<file path="src/rtl/spi_reg_responder.sv">
// SPI mode-0 responder serving a DEPTH x 8-bit register bank over cmd/addr/data frames.
// Define SPI_REG_AUTOINC_EN to stream consecutive data bytes with address auto-increment.
module spi_reg_responder #(
  parameter int unsigned DEPTH     = 16,
  parameter logic [7:0]  CMD_WRITE = 8'h01,
  parameter logic [7:0]  CMD_READ  = 8'h02
) (
  input  logic       clk,
  input  logic       rst,
  input  logic       cs,
  input  logic       sck,
  input  logic       mosi,
  output logic       miso,
  output logic       wr_valid,
  output logic [7:0] wr_addr,
  output logic [7:0] wr_data,
  output logic       frame_done,
  output logic       err
);

  localparam int unsigned AW      = (DEPTH > 1) ? $clog2(DEPTH) : 1;
  localparam logic [8:0]  DEPTH_W = 9'(DEPTH);

  typedef enum logic [2:0] {StIdle, StCmd, StAddr, StData, StIgnore} state_e;
  state_e state_q, state_d;

  logic cs_meta_q, cs_sync_q, cs_prev_q;
  logic sck_meta_q, sck_sync_q, sck_prev_q;
  logic mosi_meta_q, mosi_sync_q;

  logic [2:0] bit_cnt_q, bit_cnt_d;
  logic [6:0] rx_q, rx_d;
  logic       cmd_rd_q, cmd_rd_d;
  logic [7:0] addr_q, addr_d;
  logic [7:0] tx_q, tx_d;
  logic       err_q, err_d;
  logic       wr_fire;
  logic       wr_valid_q, frame_done_q, fd_pend_q;
  logic [7:0] wr_addr_q, wr_data_q;
  logic [7:0] regs_q [DEPTH];

  logic       cs_fall, cs_rise, sck_rise, sck_fall, active, byte_done, cmd_ok;
  logic [7:0] rx_byte, addr_inc, rd_sel, rd_data;

  function automatic logic addr_ok(input logic [7:0] a);
    return {1'b0, a} < DEPTH_W;
  endfunction

  always_ff @(posedge clk or posedge rst) begin
    if (rst) begin
      cs_meta_q   <= 1'b1;
      cs_sync_q   <= 1'b1;
      cs_prev_q   <= 1'b1;
      sck_meta_q  <= 1'b0;
      sck_sync_q  <= 1'b0;
      sck_prev_q  <= 1'b0;
      mosi_meta_q <= 1'b0;
      mosi_sync_q <= 1'b0;
    end else begin
      cs_meta_q   <= cs;
      cs_sync_q   <= cs_meta_q;
      cs_prev_q   <= cs_sync_q;
      sck_meta_q  <= sck;
      sck_sync_q  <= sck_meta_q;
      sck_prev_q  <= sck_sync_q;
      mosi_meta_q <= mosi;
      mosi_sync_q <= mosi_meta_q;
    end
  end

  assign cs_fall   = cs_prev_q & ~cs_sync_q;
  assign cs_rise   = ~cs_prev_q & cs_sync_q;
  assign sck_rise  = ~sck_prev_q & sck_sync_q;
  assign sck_fall  = sck_prev_q & ~sck_sync_q;
  assign active    = (state_q == StCmd) || (state_q == StAddr) || (state_q == StData);
  assign byte_done = active && sck_rise && (bit_cnt_q == 3'd7);
  assign rx_byte   = {rx_q, mosi_sync_q};
  assign cmd_ok    = (rx_byte == CMD_WRITE) || (rx_byte == CMD_READ);
  assign addr_inc  = addr_q + 8'd1;
  // Bank read port serves both the initial load (address byte) and the auto-increment reload.
  assign rd_sel    = (state_q == StAddr) ? rx_byte : addr_inc;

  always_comb begin
    rd_data = 8'h00;
    if (addr_ok(rd_sel)) rd_data = regs_q[rd_sel[AW-1:0]];
  end

  always_ff @(posedge clk or posedge rst) begin
    if (rst) state_q <= StIdle;
    else     state_q <= state_d;
  end

  always_comb begin
    state_d = state_q;
    unique case (state_q)
      StIdle:   if (cs_fall) state_d = StCmd;
      StCmd:    if (byte_done) state_d = cmd_ok ? StAddr : StIgnore;
      StAddr:   if (byte_done) state_d = StData;
`ifdef SPI_REG_AUTOINC_EN
      StData:   state_d = StData;
`else
      StData:   if (byte_done) state_d = StIgnore;
`endif
      StIgnore: state_d = StIgnore;
      default:  state_d = StIdle;
    endcase
    // A byte completing in the same clk still commits before the abort takes effect.
    if (cs_rise) state_d = StIdle;
  end

  always_comb begin
    bit_cnt_d = bit_cnt_q;
    rx_d      = rx_q;
    cmd_rd_d  = cmd_rd_q;
    addr_d    = addr_q;
    tx_d      = tx_q;
    err_d     = err_q;
    wr_fire   = 1'b0;
    if (state_q == StIdle && cs_fall) begin
      bit_cnt_d = 3'd0;
      rx_d      = 7'd0;
    end
    if (active && sck_rise) begin
      rx_d      = rx_byte[6:0];
      bit_cnt_d = bit_cnt_q + 3'd1;
    end
    // The fall right after a byte boundary must not shift away the freshly loaded MSB.
    if (state_q == StData && sck_fall && bit_cnt_q != 3'd0) tx_d = {tx_q[6:0], 1'b0};
    if (byte_done) begin
      unique case (state_q)
        StCmd: begin
          if (cmd_ok) cmd_rd_d = (rx_byte == CMD_READ);
          else        err_d    = 1'b1;
        end
        StAddr: begin
          addr_d = rx_byte;
          tx_d   = rd_data;
        end
        StData: begin
          if (!addr_ok(addr_q)) err_d   = 1'b1;
          else if (!cmd_rd_q)   wr_fire = 1'b1;
`ifdef SPI_REG_AUTOINC_EN
          addr_d = addr_inc;
          if (cmd_rd_q) tx_d = rd_data;
`endif
        end
        default: ;
      endcase
    end
  end

  always_ff @(posedge clk or posedge rst) begin
    if (rst) begin
      bit_cnt_q    <= 3'd0;
      rx_q         <= 7'd0;
      cmd_rd_q     <= 1'b0;
      addr_q       <= 8'd0;
      tx_q         <= 8'd0;
      err_q        <= 1'b0;
      wr_valid_q   <= 1'b0;
      wr_addr_q    <= 8'd0;
      wr_data_q    <= 8'd0;
      frame_done_q <= 1'b0;
      fd_pend_q    <= 1'b0;
      for (int i = 0; i < int'(DEPTH); i++) regs_q[i] <= 8'h00;
    end else begin
      bit_cnt_q  <= bit_cnt_d;
      rx_q       <= rx_d;
      cmd_rd_q   <= cmd_rd_d;
      addr_q     <= addr_d;
      tx_q       <= tx_d;
      err_q      <= err_d;
      wr_valid_q <= wr_fire;
      if (wr_fire) begin
        wr_addr_q                <= addr_q;
        wr_data_q                <= rx_byte;
        regs_q[addr_q[AW-1:0]]   <= rx_byte;
      end
      // frame_done slips one clk when it would coincide with wr_valid.
      frame_done_q <= (cs_rise & ~wr_fire) | fd_pend_q;
      fd_pend_q    <= cs_rise & wr_fire;
    end
  end

  always_comb begin
    miso = 1'b0;
    if (state_q == StData && cmd_rd_q && !cs_sync_q) miso = tx_q[7];
  end

  assign wr_valid   = wr_valid_q;
  assign wr_addr    = wr_addr_q;
  assign wr_data    = wr_data_q;
  assign frame_done = frame_done_q;
  assign err        = err_q;

endmodule

</file>
<file path="config.mk">
export PLATFORM = sky130hd
export DESIGN_NAME = spi_reg_responder
export DESIGN_NICKNAME = d
export VERILOG_FILES = /design/src/rtl/spi_reg_responder.sv
export SDC_FILE = /design/constraint.sdc
export NUM_CORES = 1
export LEC_CHECK = 0
export CAP_MARGIN = 20
export CORE_MARGIN = 2
export CORE_UTILIZATION = 46
export DETAILED_ROUTE_END_ITERATION = 12
export SYNTH_ARGS = -nofsm -noshare
export SYNTH_HDL_FRONTEND = slang
export SYNTH_SLANG_ARGS = --single-unit
</file>
<file path="constraint.sdc">
create_clock -name clk -period 14.21 [get_ports clk]
set_input_delay 1.421 -clock clk [delete_from_list [all_inputs] [get_ports clk]]
set_output_delay 1.421 -clock clk [all_outputs]
set_load 0.005 [all_outputs]
</file>
After elaboration in Yosys (flattened, before gate mapping)
Cells that the tools add are included.
{"block": "classes", "n_lt_le_gt_ge": 5, "add_sub_neg": 2, "eq_ne": 13, "n_bitwise": 14, "muxes": 30, "reduce_logical": 20}
{"op": "128-bit bitwise mux", "n": 1}
{"op": "8-bit two-way mux", "n": 8}
{"op": "8-bit binary-select mux with 4-bit select", "n": 1}
{"op": "8-bit demux with 4-bit select", "n": 1}
{"op": "3-bit two-way mux", "n": 8}
{"op": "8-bit by 5-bit < comparator with 1-bit output (second input constant)", "n": 2}
{"op": "3-bit one-hot mux with 5 select lines", "n": 1}
{"op": "7-bit two-way mux", "n": 2}
{"op": "3-bit inequality test (second input constant)", "n": 4}
{"op": "5-bit >= comparator (second input constant)", "n": 2}
{"op": "4-bit NOT with 5-bit output", "n": 2}
{"op": "8-bit by 1-bit adder with 8-bit output (second input constant)", "n": 1}
{"op": "8-bit by 1-bit == test with 1-bit output (second input constant)", "n": 1}
{"op": "8-bit by 2-bit == test with 1-bit output (second input constant)", "n": 1}
{"op": "1-bit logical AND", "n": 8}
{"op": "4-bit AND reduction", "n": 2}
{"op": "1-bit two-way mux", "n": 7}
{"op": "1-bit bitwise AND", "n": 6}
{"op": "3-bit by 2-bit == test with 1-bit output (second input constant)", "n": 2}
{"op": "3-bit == test (second input constant)", "n": 2}
{"op": "5-bit by 1-bit < comparator with 1-bit output (second input constant)", "n": 1}
{"op": "1-bit NOT", "n": 5}
{"op": "2-bit inequality test (second input constant)", "n": 2}
{"op": "2-bit nonzero test", "n": 2}
{"op": "10 further kinds", "n": 12}
{"block": "word_totals", "regBits": 186, "wordCells": 120, "in_bits": 5, "output_inout_bits": 20}

Depth between registers and ports, before layout
Gate-level depths: netlist of the first run.
{"block": "depth", "ltp_word": 9, "depth_mapped": 10, "depth_no_buf": 8}

Least setup slack after synthesis of the first run
No wires, ideal clock.
{"block": "synth_path", "path_type": "reg-to-reg", "start": "reg addr_q[0]", "end": "reg tx_q[2]", "n_path_buf": 2, "t_required_ns": 14.080, "period_less_slack_ns": 2.564, "t_arrival_ns": 2.434, "setup_ns": 0.130, "slack_ns": 11.646, "path_stages_with_launch": 10, "cell_sequence": "dfrtp_1 -> buf_2 -> inv_1 -> ha_1 -> buf_1 -> mux4_2 -> nand2_1 -> nand3_1 -> a211oi_1 -> nor3_1"}
{"block": "synth_between", "elab_chain_len": 9, "word_cells_on_any_way": 10, "cone_classes": "add/sub (1); order compare (1); mux (7); bitwise (1)"}
{"element": "start: declaration", "line_no": "34", "source": "logic [7:0] addr_q, addr_d;"}
{"element": "start signal: assignment", "line_no": "170", "source": "addr_q <= addr_d;"}
{"element": "8-bit by 1-bit adder with 8-bit output *", "line_no": "79", "source": "assign addr_inc = addr_q + 8'd1;"}
{"element": "8-bit two-way mux *", "line_no": "81", "source": "assign rd_sel = (state_q == StAddr) ? rx_byte : addr_inc;"}
{"element": "4-bit NOT with 5-bit output (implied by the code)", "line_no": "85", "source": "if (addr_ok(rd_sel)) rd_data = regs_q[rd_sel[AW-1:0]];"}
{"element": "8-bit binary-select mux with 4-bit select", "line_no": "85"}
{"element": "8-bit two-way mux (implied by the code) (2 in a row)", "line_no": "85"}
{"element": "8-bit two-way mux *", "line_no": "85"}
{"element": "8-bit two-way mux *", "line_no": "130", "source": "unique case (state_q)"}
{"element": "8-bit two-way mux *", "line_no": "129", "source": "if (byte_done) begin"}
{"element": "via tx_d[2]", "line_no": "35", "source": "logic [7:0] tx_q, tx_d;"}
{"element": "end signal: assignment", "line_no": "171", "source": "tx_q <= tx_d;"}
{"element": "end: declaration", "line_no": "35"}
The timed path passes the listed nets; every way through them passes the cells marked *. The select of a mux whose other input is x is not followed.
A chain may end at the register's enable or synchronous reset.

Worst setup path in the final report of the first run
{"block": "layout_path", "start": "reg state_q[2]", "end": "out miso"}
{"block": "layout_between", "elab_chain_len": 4}
{"element": "start: declaration", "line_no": "25", "source": "state_e state_q, state_d;"}
{"element": "start signal: assignment", "line_no": "89", "source": "if (rst) state_q <= StIdle;"}
{"element": "start signal: assignment", "line_no": "90", "source": "else state_q <= state_d;"}
{"element": "3-bit by 2-bit == test with 1-bit output", "line_no": "187", "source": "if (state_q == StData && cmd_rd_q && !cs_sync_q) miso = tx_q[7];"}
{"element": "1-bit logical AND (2 in a row)", "line_no": "187"}
{"element": "1-bit two-way mux", "line_no": "187"}
{"element": "end: declaration", "line_no": "13", "source": "output logic miso,"}
No other way between the ends.

==> impl_metrics.ini, run 1 <==
[setup_path]
r2r_slack_ns = 10.95
startpoint_type = flop
cp.required_ns = 12.79
slowest_delay_ns = 0.53
timing.critical_path.cells = nand3b_1 -> nor3_1 -> clkdlybuf4s50_1
path_class = reg2out
r2r_end = regs_q[21]
reg2reg_from = state_q[2]
cp-end-kind = output port
rr_worst_depth = 6
worstPathArrival_ns = 2.07
critPathSlowestCell = clkdlybuf4s50_1
critPathMaxFanout = 10

[timing]
worst_slack_ns = 10.72
skew_ns = 0.008968
fmax_mhz = 286.4
fin_hold_ws_ns = 0.3589
period_needed_ns = 3.492
fin_tns_setup_ns = 0
worst_slew_pin_slew_ns = 1.022
slew_headroom_pct = 31.14
hold_violations = 0
fin_crit_sh_pct = 24.57
final-setup-viol-count = 0
rsz0062_at_grt = no
final_max_slew_viol_count = 0

[final_layout]
syn_to_final_growth_pct = 11.22
layout_common_cells = dfrtp_1, mux2_2, nand2_1
final_util_pct = 51.87
drive_above_1_share_pct = 31.28
final_common_cell = dfrtp_1
diodes = 0
n_fill_cell = 1664
final_nets = 717

[synth]
synth-main-ff-cell = dfrtp_1
synthCells = 699
synth_fp_nets = 713
synth_seq_cells = 186
synth-seq-area-share_pct = 51.66
async_reset_ff_share_pct = 100.0
synthesis.area_um2 = 9017
synth-edff-count = 0
synth.avg_cell_area_um2 = 12.90
synth_warnings = 0
synth.distinct_cells = 62

[clock_network]
tritoncts = yes
cts_resized = 0
root_buffer = clkbuf_16
path_clk_slew_ns = 0.07
clk_latency_ns = 0.44
post_cts_buffers = 0
clock_sinks = 186
cts_max_level = 4
cts_max_path_buffers = 2
postCtsHoldBufs = 0
cts_made_buffers = 17

[worst_hold_path]
hold_path_class = reg2reg
hp-start = cs_meta_q
min_to = cs_sync_q
min_path_cells = 0

[die]
floorplan.rows = 51
ioPinCount = 25
die_area_um2 = 20740
die_w_um = 144.0
initial_core_util_pct = 46.64
die_y_um = 144.0
core_area_um2 = 19330

[global_routing]
grt_use_total_pct = 22.77
grt-ovfl-total = 0
grt_pass1_vias = 5787
grt_max_degree = 125
grt_first_pass_wirelength_mm = 34.69
antenna_found_initial = 0

[power_and_ir_drop]
vdd_drop_max_mv = 0.09584
power_density_nw_per_um2 = 126.1
p_leak_nw = 4.699
power_w = 0.001265
combPwrFrac_pct = 15.7
p_sw_share_pct = 30.98
power_frac_seq_pct = 45.3
p_int_w = 0.0008732
clkPwrFrac_pct = 38.9
switchingPower_w = 0.0003919

[place]
hpwl_mm = 14.83
gp_congestion = 0.9418
place_ws_ns = 10.76
numPortBuffers = 24

[detailed_routing]
drt_wl_total_mm = 22.33
ant_nets = 0
route.detailed.drc = 0
vias_per_cell = 5.910
vias = 5798
drt_iter0_drc = 435
wl_per_cell_um = 22.76
first_pass_iters = 5

[status]
status = finished clean

[flow_run]
drv_cap = 0
## cell usage after synthesis, drive strengths merged, types with 3 or more instances
cell type | number | area [um2]
a21oi | 12 | 67.57
a221o | 4 | 40.04
a22o | 12 | 105.1
a22oi | 3 | 22.52
a31oi | 7 | 43.79
a32oi | 3 | 26.28
and2 | 3 | 18.77
buf | 25 | 170.2
clkbuf | 21 | 78.83
dfrtp | 183 | 4579
dfstp | 3 | 78.83
ha | 9 | 112.6
inv | 11 | 41.29
mux2 | 137 | 1625
mux2i | 32 | 345.3
mux4 | 13 | 292.8
nand2 | 61 | 229.0
nand3 | 21 | 255.2
nand4 | 4 | 50.05
nor2 | 32 | 125.1
nor2b | 8 | 50.05
nor3 | 12 | 60.06
nor3b | 3 | 38.79
nor4 | 7 | 58.81
o21ai | 25 | 128.9
o221ai | 5 | 43.79
o22ai | 15 | 93.84
xor2 | 3 | 26.28
## critical path, delay by kind of cell, from the launching register on
| family | cells | cell delay [ns] |
|---|---|---|
| buf+inv | 1 | 0.53 |
| flops | 1 | 0.51 |
| simple gates | 2 | 0.60 |
## how the worst max path moves through the flow
stage	depth (start not counted)	from	slack, ns	endpoint
6_report	3	state_q[2]	10.72	miso
3_5_place_dp	3	rst	10.76	rx_q[0]
5_1_grt	3	state_q[2]	10.61	miso
4_1_cts	3	state_q[2]	10.70	miso
3_3_place_gp	3	rst	10.81	rx_q[1]
2_1_floorplan	1	rst	7.74	addr_q[0]
## registers in the layout, summed over array words and instances (netlist names), 3 cells and up
name       flops
rx_q           7
bit_cnt_q      3
state_q        3
addr_q         8
wr_data        8
regs_q       128
wr_addr        8
tx_q           8
## power groups by stage
stage / Clock, W / Sequential, W / Combinational, W
after floorplan: 0 / 0.000564 / 0.000147
after global placement: 0 / 0.000589 / 0.000175
after detailed placement: 0 / 0.000591 / 0.000180
after CTS: 0.000499 / 0.000581 / 0.000180
after global routing: 0.000526 / 0.000575 / 0.000216
final: 0.000492 / 0.000573 / 0.000199
## per-layer routing
metal / share of wire (%) / track usage [%] / wire [um] / vias up
met2: 47 / 35.31 / 10490 / 143
met5: 0 / 0 / 0 / -
met1: 47 / 32.61 / 10440 / 3074
met4: 2.0 / 7.069 / 454 / 0
li1: - / - / - / 2553
met3: 4.2 / 4.338 / 944 / 28
## metrics by stage
| step | cells | area [um2] |
|---|---|---|
| 3_3_place_gp | 948 | 9399 |
| 3_5_place_dp | 948 | 9399 |
| 2_1_floorplan | 699 | 9017 |
| 5_1_grt | 981 | 10030 |
| 6_report | 981 | 10030 |
| 4_1_cts | 980 | 10000 |
## area by class of cell
cell class	count	area, um2	share of cell area [%]
multi-input cells	456	4075	40.63
clock buffers	17	425.4	4.242
clock inverters	15	177.7	1.771
repair buffers	31	312.8	3.119
well taps	265	331.6	3.306
inverters	11	48.80	0.4865
flip-flops and latches	186	4658	46.44
## kinds of logic after synthesis
logic type	synth area share, %
buffers and inverters	3.219
adders and majority gates	1.249
and+or+nand+nor	10.93
muxes	25.10
DFF	51.66
xor gates and xnor gates	0.3886
AOI/OAI and AO/OA	7.451
No activity file was read; power rests on OpenSTA's default activity.
==> run 2: changes to the inputs <==
- clock period: 14.21 -> 3.4 ns (I/O delays scaled with it)
==> impl_metrics.ini, run 2 (synthesis gave the netlist of run 1 again) <==
[place]
gp_congestion = 0.9251
hpwl_mm = 15.67
numPortBuffers = 24

[final_layout]
diodes = 0
syn_to_final_growth_pct = 12.93
layout_common_cells = dfrtp_1, mux2_2, nand2_1
drive_above_1_share_pct = 33.29
largest_reg_flops = 128
multi_input_area_um2 = 4075
final_nets = 740
largest-register = regs_q
final_common_cell = dfrtp_1
regArea_um2 = 4658
n_fill_cell = 1632

[setup_path]
reg2reg_from = state_q[0]
cp.required_ns = 3.72
worstPathArrival_ns = 3.21
cp-end-kind = flop
r2r_end = tx_q[4]
r2r_slack_ns = 0.50
path_class = reg2reg
startpoint_type = flop
rr_worst_depth = 6
critPathMaxFanout = 30

[power_and_ir_drop]
power_w = 0.005248
p_leak_nw = 4.806
vdd_drop_max_mv = 0.3262
power_density_nw_per_um2 = 515.3

[timing]
fmax_mhz = 345.2
fin_crit_sh_pct = 85.21
skew_ns = 0.01250
final_max_slew_viol_count = 0
slew_headroom_pct = 39.28
rsz0062_at_grt = no
worst_slew_pin_slew_ns = 0.9088
hold_violations = 0
fin_tns_setup_ns = 0
final-setup-viol-count = 0
period_needed_ns = 2.897

[clock_network]
cts_max_path_buffers = 2
clk_latency_ns = 0.44
postCtsHoldBufs = 0
cts_max_level = 4
path_clk_slew_ns = 0.08
tritoncts = yes
post_cts_buffers = 0
cts_resized = 0
cts_made_buffers = 17
root_buffer = clkbuf_16
clock_sinks = 186

[detailed_routing]
drt_iter0_drc = 390
route.detailed.drc = 0
ant_nets = 0
vias_per_cell = 5.788
first_pass_iters = 7
vias = 5811
wl_per_cell_um = 22.77
drt_wl_total_mm = 22.86

[global_routing]
grt_use_total_pct = 23.39
grt_max_degree = 44
grt_first_pass_wirelength_mm = 35.36
grt_pass1_vias = 5932
antenna_found_initial = 0
grt-ovfl-total = 0

[status]
status = finished clean

[die]
die_y_um = 144.0
die_w_um = 144.0
die_area_um2 = 20740
initial_core_util_pct = 46.64
ioPinCount = 25
core_area_um2 = 19330
floorplan.rows = 51

[worst_hold_path]
min_to = cs_meta_q
hold_path_class = in2reg
min_path_cells = 1
hp-start = cs

[flow_run]
drv_cap = 0
[run 2: area by class of cell]
| class | count | share of cell area, % |
|---|---|---|
| Inverter | 11 | 0.4423 |
| Timing Repair Buffer | 54 | 4.816 |
| Clock inverter | 14 | 1.511 |
| Clock buffer | 18 | 4.214 |
| Multi-Input combinational cell | 456 | 40.02 |
| Tap cell | 265 | 3.256 |
| Sequential cell | 186 | 45.74 |
[run 2: worst max-delay path: stages, from the launching register on]
cell and delay, ns:
dfrtp_1 0.48, or3b_1 0.72, mux2_4 0.62, mux2i_1 0.34
o22ai_1 0.12, nor3_1 0.34, o22ai_1 0.14
[run 2: power by group]
group | internal (W) | total [W] | switching (W)
Clock | 0.00104 | 0.00200 | 0.000953
Combinational | 0.000287 | 0.000900 | 0.000613
Sequential | 0.00227 | 0.00235 | 0.0000828
[run 2: worst max-delay path by stage]
| stage | cells after the start | from | slack [ns] | end |
|---|---|---|---|---|
| finish | 6 | state_q[0] | 0.50 | tx_q[4] |
| floorplan | 1 | rst | 0.67 | addr_q[0] |
| CTS | 6 | state_q[0] | 0.52 | tx_q[5] |
| detailed placement | 6 | state_q[0] | 0.54 | tx_q[5] |
| global placement | 6 | state_q[0] | 0.55 | tx_q[5] |
| global route | 6 | state_q[0] | 0.36 | tx_q[5] |
[run 2: metrics by stage]
step | setup slack (ns) | cells | area, um2 | hold WS (ns) | util, %
after global routing | 0.3591 | 1004 | 10180 | 0.3116 | 52.67
after detailed placement | 0.5408 | 972 | 9600 | 0.3426 | 49.65
after global placement | 0.5452 | 972 | 9600 | 0.3333 | 49.65
final | 0.5027 | 1004 | 10180 | 0.3118 | 52.67
after floorplan | 0.6699 | 699 | 9021 | 0.3312 | -
after CTS | 0.5204 | 1004 | 10180 | 0.2928 | 52.67
[run 2: layer usage]
layer	part of all wire, %	up-vias	routed length, um	global-route usage (%)
met5	0	-	0	0
met4	2.6	0	597	9.082
met3	4.7	37	1073	4.570
met2	47	148	10660	36.69
met1	46	3017	10530	32.26
li1	-	2609	-	-
==> run 3: changes to the inputs <==
- GPL_TIMING_DRIVEN: not set -> 0
==> impl_metrics.ini, run 3 (synthesis gave the netlist of run 1 again) <==
[place]
placed_area_um2 = 9673
hpwl_mm = 15.80
numPortBuffers = 24
dp.cells = 992
gp_congestion = 0.9440

[global_routing]
antenna_found_initial = 0
busiest_layer = met2
grt_first_pass_wirelength_mm = 34.68
grt_pass1_vias = 5825
grt_use_total_pct = 22.93
grt-ovfl-total = 0
grt_max_degree = 43
globalRouteMet3Util_pct = 4.570
use_met2_pct = 35.99
use_met1_pct = 32.68

[clock_network]
clk_latency_ns = 0.44
cts_max_path_buffers = 2
tritoncts = yes
root_buffer = clkbuf_16
cts_made_buffers = 17
path_clk_slew_ns = 0.07
clock_sinks = 186
cts_max_level = 4

[final_layout]
final_nets = 760
multi_input_area_um2 = 4071
final_common_cell = dfrtp_1
diodes = 0
fin_cells = 1024
largest-register = regs_q
layout_common_cells = dfrtp_1, mux2_2, nand2_1
syn_to_final_growth_pct = 13.69
n_fill_cell = 1661
regArea_um2 = 4658
largest_reg_flops = 128
stdcell_area_um2 = 10250
drive_above_1_share_pct = 31.75

[setup_path]
cp-end-kind = flop
timing.critical_path.cells = buf_2 -> inv_1 -> ha_1 -> buf_2 -> nor3_1 -> nor2_2 -> o22ai_1 -> nor3_1 -> o22ai_1
startpoint_type = flop
cp.required_ns = 3.71
slowest_delay_ns = 0.48
worstPathArrival_ns = 3.58
path_buf_inv = 3
critPathSlowestCell = nor2_2
path_class = reg2reg
critPathMaxFanout = 10
cpLargestDelayFamily = simple AND/OR/NAND/NOR gates

[timing]
rsz0062_at_grt = no
fmax_mhz = 305.1
hold_violations = 0
fin_crit_sh_pct = 96.39
final_max_slew_viol_count = 0
skew_ns = 0.01190
fin_hold_ws_ns = 0.3132
final-setup-viol-count = 0
slew_headroom_pct = 32.22
period_needed_ns = 3.277
worst_slew_pin_slew_ns = 1.006

[power_and_ir_drop]
vdd_drop_max_mv = 0.4234
power_w = 0.005250
p_leak_nw = 4.804
power_density_nw_per_um2 = 512.1

[die]
core_area_um2 = 19330
ioPinCount = 25
initial_core_util_pct = 46.64
die_area_um2 = 20740
die_w_um = 144.0
floorplan.rows = 51
die_y_um = 144.0

[detailed_routing]
wl_per_cell_um = 21.96
vias = 5940
route.detailed.drc = 0
vias_per_cell = 5.801
ant_nets = 0
first_pass_iters = 6
drt_wl_total_mm = 22.49
drt_iter0_drc = 482

[flow_run]
drv_cap = 0

[worst_hold_path]
hold_path_class = in2reg

[status]
status = finished clean
## run 3: what timing repair did
action                                  4_1_cts  5_1_grt
endpoints found under the hold margin         0        0
resized for setup                             2        0
hold buffers                                  0        0
endpoints found under the setup margin        7        0
buffers inserted                              0        0
## run 3: worst register-to-register path: stages (launching register included)
cell	delay, ns
dfrtp_1	0.39
buf_2	0.33
inv_1	0.23
ha_1	0.42
buf_2	0.36
nor3_1	0.17
nor2_2	0.48
o22ai_1	0.22
nor3_1	0.40
o22ai_1	0.15
## run 3: worst paths after layout
check | slack (ns) | endpoint | startpoint | cells after the start
setup reg to reg | 0.12 | tx_q[3] | addr_q[0] | 9
hold / removal | 0.31 | cs_meta_q | cs | 1
max in group asynchronous | 2.03 | cs_sync_q | rst | 4
min in group asynchronous | 0.36 | regs_q[92] | rst | 2
hold reg to reg | 0.35 | sck_sync_q | sck_meta_q | 0
setup / recovery | 0.12 | tx_q[3] | addr_q[0] | 9
## run 3: layer usage
layer	wire (um)	share of wire (%)
met4	369	1.6
met5	0	0
met1	10460	47
met2	10700	48
met3	962	4.3
## run 3: where the power goes
part | switching [W] | internal [W]
Combinational | 0.000655 | 0.000288
Clock | 0.000881 | 0.00109
Sequential | 0.0000687 | 0.00227
## run 3: through the flow
step | util (%) | TNS [ns] | setup WS, ns
finish | 53.03 | 0 | 0.1226
global route | 53.03 | 0 | 0.09480
CTS | 53.03 | 0 | 0.2657
detailed placement | 50.03 | -1.821 | -0.3290
global placement | 49.61 | -123.66 | -0.6882
floorplan | - | 0 | 0.6699
## run 3: final cells by class
class                   count  area share [%]
repair buffers             28           3.124
plain buffers              46           2.441
clock buffers              19           4.223
clock inverters            13           1.391
well taps                 265           3.234
flip-flops and latches    186           45.44
inverters                  11          0.4393
multi-input cells         456           39.71
